### config.mk
export PLATFORM = sky130hd
export DESIGN_NAME = onehot_decoder_pipe
export DESIGN_NICKNAME = d
export VERILOG_FILES = /design/src/rtl/onehot_decoder_pipe.sv
export SDC_FILE = /design/constraint.sdc
export NUM_CORES = 1
export LEC_CHECK = 0
export ABC_AREA = 0
export ABC_CLOCK_PERIOD_IN_PS = 1800
export BUFFER_PORTS_ARGS = -buffer_cell sky130_fd_sc_hd__buf_2
export CAP_MARGIN = 20
export CORE_ASPECT_RATIO = 0.8
export CORE_UTILIZATION = 45
export CTS_CLUSTER_SIZE = 12
export DETAILED_ROUTE_END_ITERATION = 12
export HOLD_SLACK_MARGIN = 0.06
export PLACE_DENSITY = 0.64
export SKIP_CTS_REPAIR_TIMING = 1
export SYNTH_ARGS = -nofsm -noshare
export SYNTH_HDL_FRONTEND = slang
export SYNTH_SLANG_ARGS = --single-unit
### constraint.sdc
create_clock -name clk -period 1.8 [get_ports clk]
set_input_delay 0.18 -clock clk [delete_from_list [all_inputs] [get_ports clk]]
set_output_delay 0.18 -clock clk [all_outputs]
set_load 0.1 [all_outputs]
### src/rtl/onehot_decoder_pipe.sv
// Binary index to one-hot decoder with valid/ready handshake, registered output and one-entry skid.
// Optional macro ONEHOT_DECODER_PIPE_CHECK_EN enables dec_err and a one-hot sanity assertion.
module onehot_decoder_pipe #(
    parameter  int unsigned WIDTH     = 32,
    localparam int unsigned WIDTH_LOG = $clog2(WIDTH)
) (
    input  logic                 clk,
    input  logic                 rst,
    input  logic                 enc_vld,
    output logic                 enc_rdy,
    input  logic [WIDTH_LOG-1:0] enc_idx,
    input  logic                 enc_ena,
    output logic                 dec_vld,
    input  logic                 dec_rdy,
    output logic [WIDTH-1:0]     dec_oht,
    output logic                 dec_err
);

    typedef enum logic [1:0] {
        EMPTY = 2'd0,
        ONE   = 2'd1,
        FULL  = 2'd2
    } state_t;

    state_t           state;
    logic [WIDTH-1:0] oht_c;
    logic             err_c;
    logic [WIDTH-1:0] skid_oht;
    logic             skid_err;
    logic             in_xfer_c;
    logic             out_xfer_c;

    assign in_xfer_c  = enc_vld && enc_rdy;
    assign out_xfer_c = dec_vld && dec_rdy;

    // Decode ahead of the registers; out-of-range indices match no bit and yield all-zero.
    always_comb begin
        oht_c = '0;
        for (int unsigned i = 0; i < WIDTH; i++) begin
            oht_c[i] = enc_ena && (32'(enc_idx) == i);
        end
    end

`ifdef ONEHOT_DECODER_PIPE_CHECK_EN
    // An enabled word that selects nothing can only mean the index is out of range.
    assign err_c = enc_ena && (oht_c == '0);
`else
    assign err_c = 1'b0;
`endif

    always_ff @(posedge clk) begin
        if (rst) begin
            state    <= EMPTY;
            enc_rdy  <= 1'b1;
            dec_vld  <= 1'b0;
            dec_oht  <= '0;
            dec_err  <= 1'b0;
            skid_oht <= '0;
            skid_err <= 1'b0;
        end else begin
            case (state)
                EMPTY: begin
                    if (in_xfer_c) begin
                        state   <= ONE;
                        dec_vld <= 1'b1;
                        dec_oht <= oht_c;
                        dec_err <= err_c;
                    end
                end
                ONE: begin
                    if (in_xfer_c && out_xfer_c) begin
                        dec_oht <= oht_c;
                        dec_err <= err_c;
                    end else if (out_xfer_c) begin
                        state   <= EMPTY;
                        dec_vld <= 1'b0;
                    end else if (in_xfer_c) begin
                        state    <= FULL;
                        enc_rdy  <= 1'b0;
                        skid_oht <= oht_c;
                        skid_err <= err_c;
                    end
                end
                FULL: begin
                    // Skid drains into the output register as soon as downstream takes the head.
                    if (out_xfer_c) begin
                        state   <= ONE;
                        enc_rdy <= 1'b1;
                        dec_oht <= skid_oht;
                        dec_err <= skid_err;
                    end
                end
                default: begin
                    state   <= EMPTY;
                    enc_rdy <= 1'b1;
                    dec_vld <= 1'b0;
                end
            endcase
        end
    end

`ifdef ONEHOT_DECODER_PIPE_CHECK_EN
    a_onehot0 : assert property (@(posedge clk) disable iff (rst) dec_vld |-> $onehot0(dec_oht));
`endif

endmodule

==> out/metrics.cfg <==
[critical_path]
worstPathArrival_ps=1880
r2r_start=state[1]
rr_endpoint=skid_oht[21]
crit_end=skid_oht[21]
worstPathCellList=and3b_1, nand3_2, buf_12, or3_1, a21oi_1
critPathLaunch=state[1]
worstRegToRegCells=5
crit_family=simple AND/OR/NAND/NOR gates
reg2reg_slack_ps=200
start_kind=flop
slowest_stage=dfxtp_1
path_class=flop to flop
cp.depth=5
cp.required_ps=2080
critPathMaxStageDelay_ps=400
worst_setup_path_end_kind=flop
crit_buf_inv=1
crit_fanout=65

[synthesis]
synth_cells=356
yosysSeqAreaShare=0.461
synthesis.nets=366
synth.avg_cell_area_sq_um=8.30
yosys.cell_types.count=31
synth-seq-cells=68
yosys_warnings=0
netlist_area_sq_mm=0.00296

[timing]
hold_violations=0
skew_ps=7.38
final.setup.tns_ps=0
rsz0062_at_grt=no
fmax_mhz=624
period_minus_slack_ps=1600
setup_viol=0
whs_ps=166
setup_slack_ps=197
fin_crit_sh=0.890
slew_violations=0

[detailed_routing]
routedWlPerCell_microns=14.1
initialDrtViolationCount=193
wl_microns=6710
ant_nets=0
drt-pass1-iter-count=8
drc=1
vias=2550
vias_per_cell=5.38

[worst_hold_path]
whs_path_depth=3
hold_path_class=primary input to flop

[floorplanning]
fp.dieArea_sq_mm=0.00690
top_level_ports=45
core_area_sq_mm=0.00638
die_y_microns=74.5
start_util=0.464
fp-row-count=26
die_w_microns=92.6

[cells_and_area]
fin_nets=395
layout_commonest_cell=dfxtp_1
drive_above_1_share=0.192
areaGrowthSynthToFinish_pct=18.1
diodes=0
utilization=0.547
final_cells=474
final_cell_area_sq_mm=0.00349
layout_common_cells=dfxtp_1, a21oi_1, buf_2

[cts]
root_buffer=clkbuf_8
cts.clk_slew.worst_paths_ps=70
cts_buffers=9
insertion_delay_ps=350
cts.path.max_buffers=2
clock-sinks=68
cts-htree-levels=3
cts_tree=yes

[global_route]
antenna_found_initial=0
grt-ovfl-total=0
grt_pass1_vias=2155
track_usage=0.210
grt_pass1_wl_microns=11100
grt_max_degree=69

[power_and_ir_drop]
pwr-share-seq=0.354
switchingPower_mw=2.11
vdd_drop_max_mv=0.587
swShare=0.427
total_power_mw=4.94
intPower_mw=2.83
clkPwrFrac=0.294
leakagePower_nw=1.23
p_per_area_mw_per_mm2=1420
combPwrFrac=0.352

[place]
numPortBuffers=43
dp_hpwl_microns=4120
place_area_sq_mm=0.00325
dp_cells=458
pre_cts_ws_ps=218
gp_congestion=0.776

[run]
max_cap_viol_count=0

[status]
violations=design-rule violations
status=finished with violations

## routing by layer
| metal | track usage | up-vias | share of wire |
|---|---|---|---|
| li1 | - | 1347 | - |
| met1 | 0.318 | 1134 | 0.54 |
| met2 | 0.280 | 63 | 0.39 |
| met3 | 0.0685 | 6 | 0.056 |
| met4 | 0.0538 | 0 | 0.010 |
| met5 | 0 | - | 0 |
## cell usage after synthesis, drive strengths merged
| master | count | area share |
|---|---|---|
| a31oi | 1 | 0.0021 |
| nand4bb | 3 | 0.011 |
| a21o | 1 | 0.0025 |
| conb | 1 | 0.0013 |
| nor4b | 1 | 0.0030 |
| and3b | 1 | 0.0030 |
| nor2b | 1 | 0.0021 |
| nand4b | 4 | 0.012 |
| buf | 18 | 0.037 |
| a22oi | 16 | 0.041 |
| nor4bb | 2 | 0.0068 |
| nand4 | 2 | 0.0042 |
| dfxtp | 68 | 0.46 |
| nand3 | 4 | 0.0085 |
| a21oi | 51 | 0.086 |
| and3 | 1 | 0.0021 |
| o211ai | 1 | 0.0042 |
| or3 | 32 | 0.068 |
| nand3b | 2 | 0.0051 |
| nand2 | 37 | 0.047 |
| o21bai | 2 | 0.0051 |
| a211oi | 33 | 0.084 |
| nor3 | 16 | 0.027 |
| nor2 | 37 | 0.047 |
| nand2b | 2 | 0.0042 |
| or2 | 1 | 0.0021 |
| clkbuf | 18 | 0.023 |
## worst min-delay path, delay by kind of cell
kind	cells	cell delay [ps]
AOI/OAI and AO/OA	2	180
buffers and inverters	1	120
## power groups by stage
stage | registers [mW] | clock network, mW | logic (mW)
floorplan | 2.80 | 0 | 0.463
global placement | 1.78 | 0 | 1.74
detailed placement | 1.79 | 0 | 1.75
CTS | 1.75 | 1.49 | 1.75
global route | 1.77 | 1.56 | 1.84
finish | 1.75 | 1.45 | 1.74
## state kept, by name, indices dropped and copies added (netlist names)
register,cells
skid_oht,32
dec_vld,1
dec_oht,32
enc_rdy,1
state,2
## kinds of logic (layout without fill, tap and decap cells)
family / after synthesis / in the layout / synth area share
simple gates: 146 / 146 / 0.253
compound gates: 105 / 105 / 0.225
flops: 68 / 68 / 0.461
buf+inv: 36 / 70 / 0.0601
other cells: 1 / 1 / 0.00127
## worst min-delay path by stage
stage | start | to | slack, ps
2_1_floorplan | dec_rdy | enc_rdy | 360
3_3_place_gp | skid_oht[0] | skid_oht[0] | 440
3_5_place_dp | skid_oht[16] | skid_oht[16] | 440
4_1_cts | dec_rdy | enc_rdy | 160
5_1_grt | dec_rdy | enc_rdy | 200
6_report | dec_rdy | enc_rdy | 170
## layout make-up
cell class | instances | area (sq um)
clock buffers | 11 | 153
clock inverters | 5 | 82.6
fillers | 620 | 2890
multi-input cells | 252 | 1430
flip-flops and latches | 68 | 1370
well taps | 84 | 105
repair buffers | 54 | 348
Note: power is estimated with default switching activity, not from simulation.
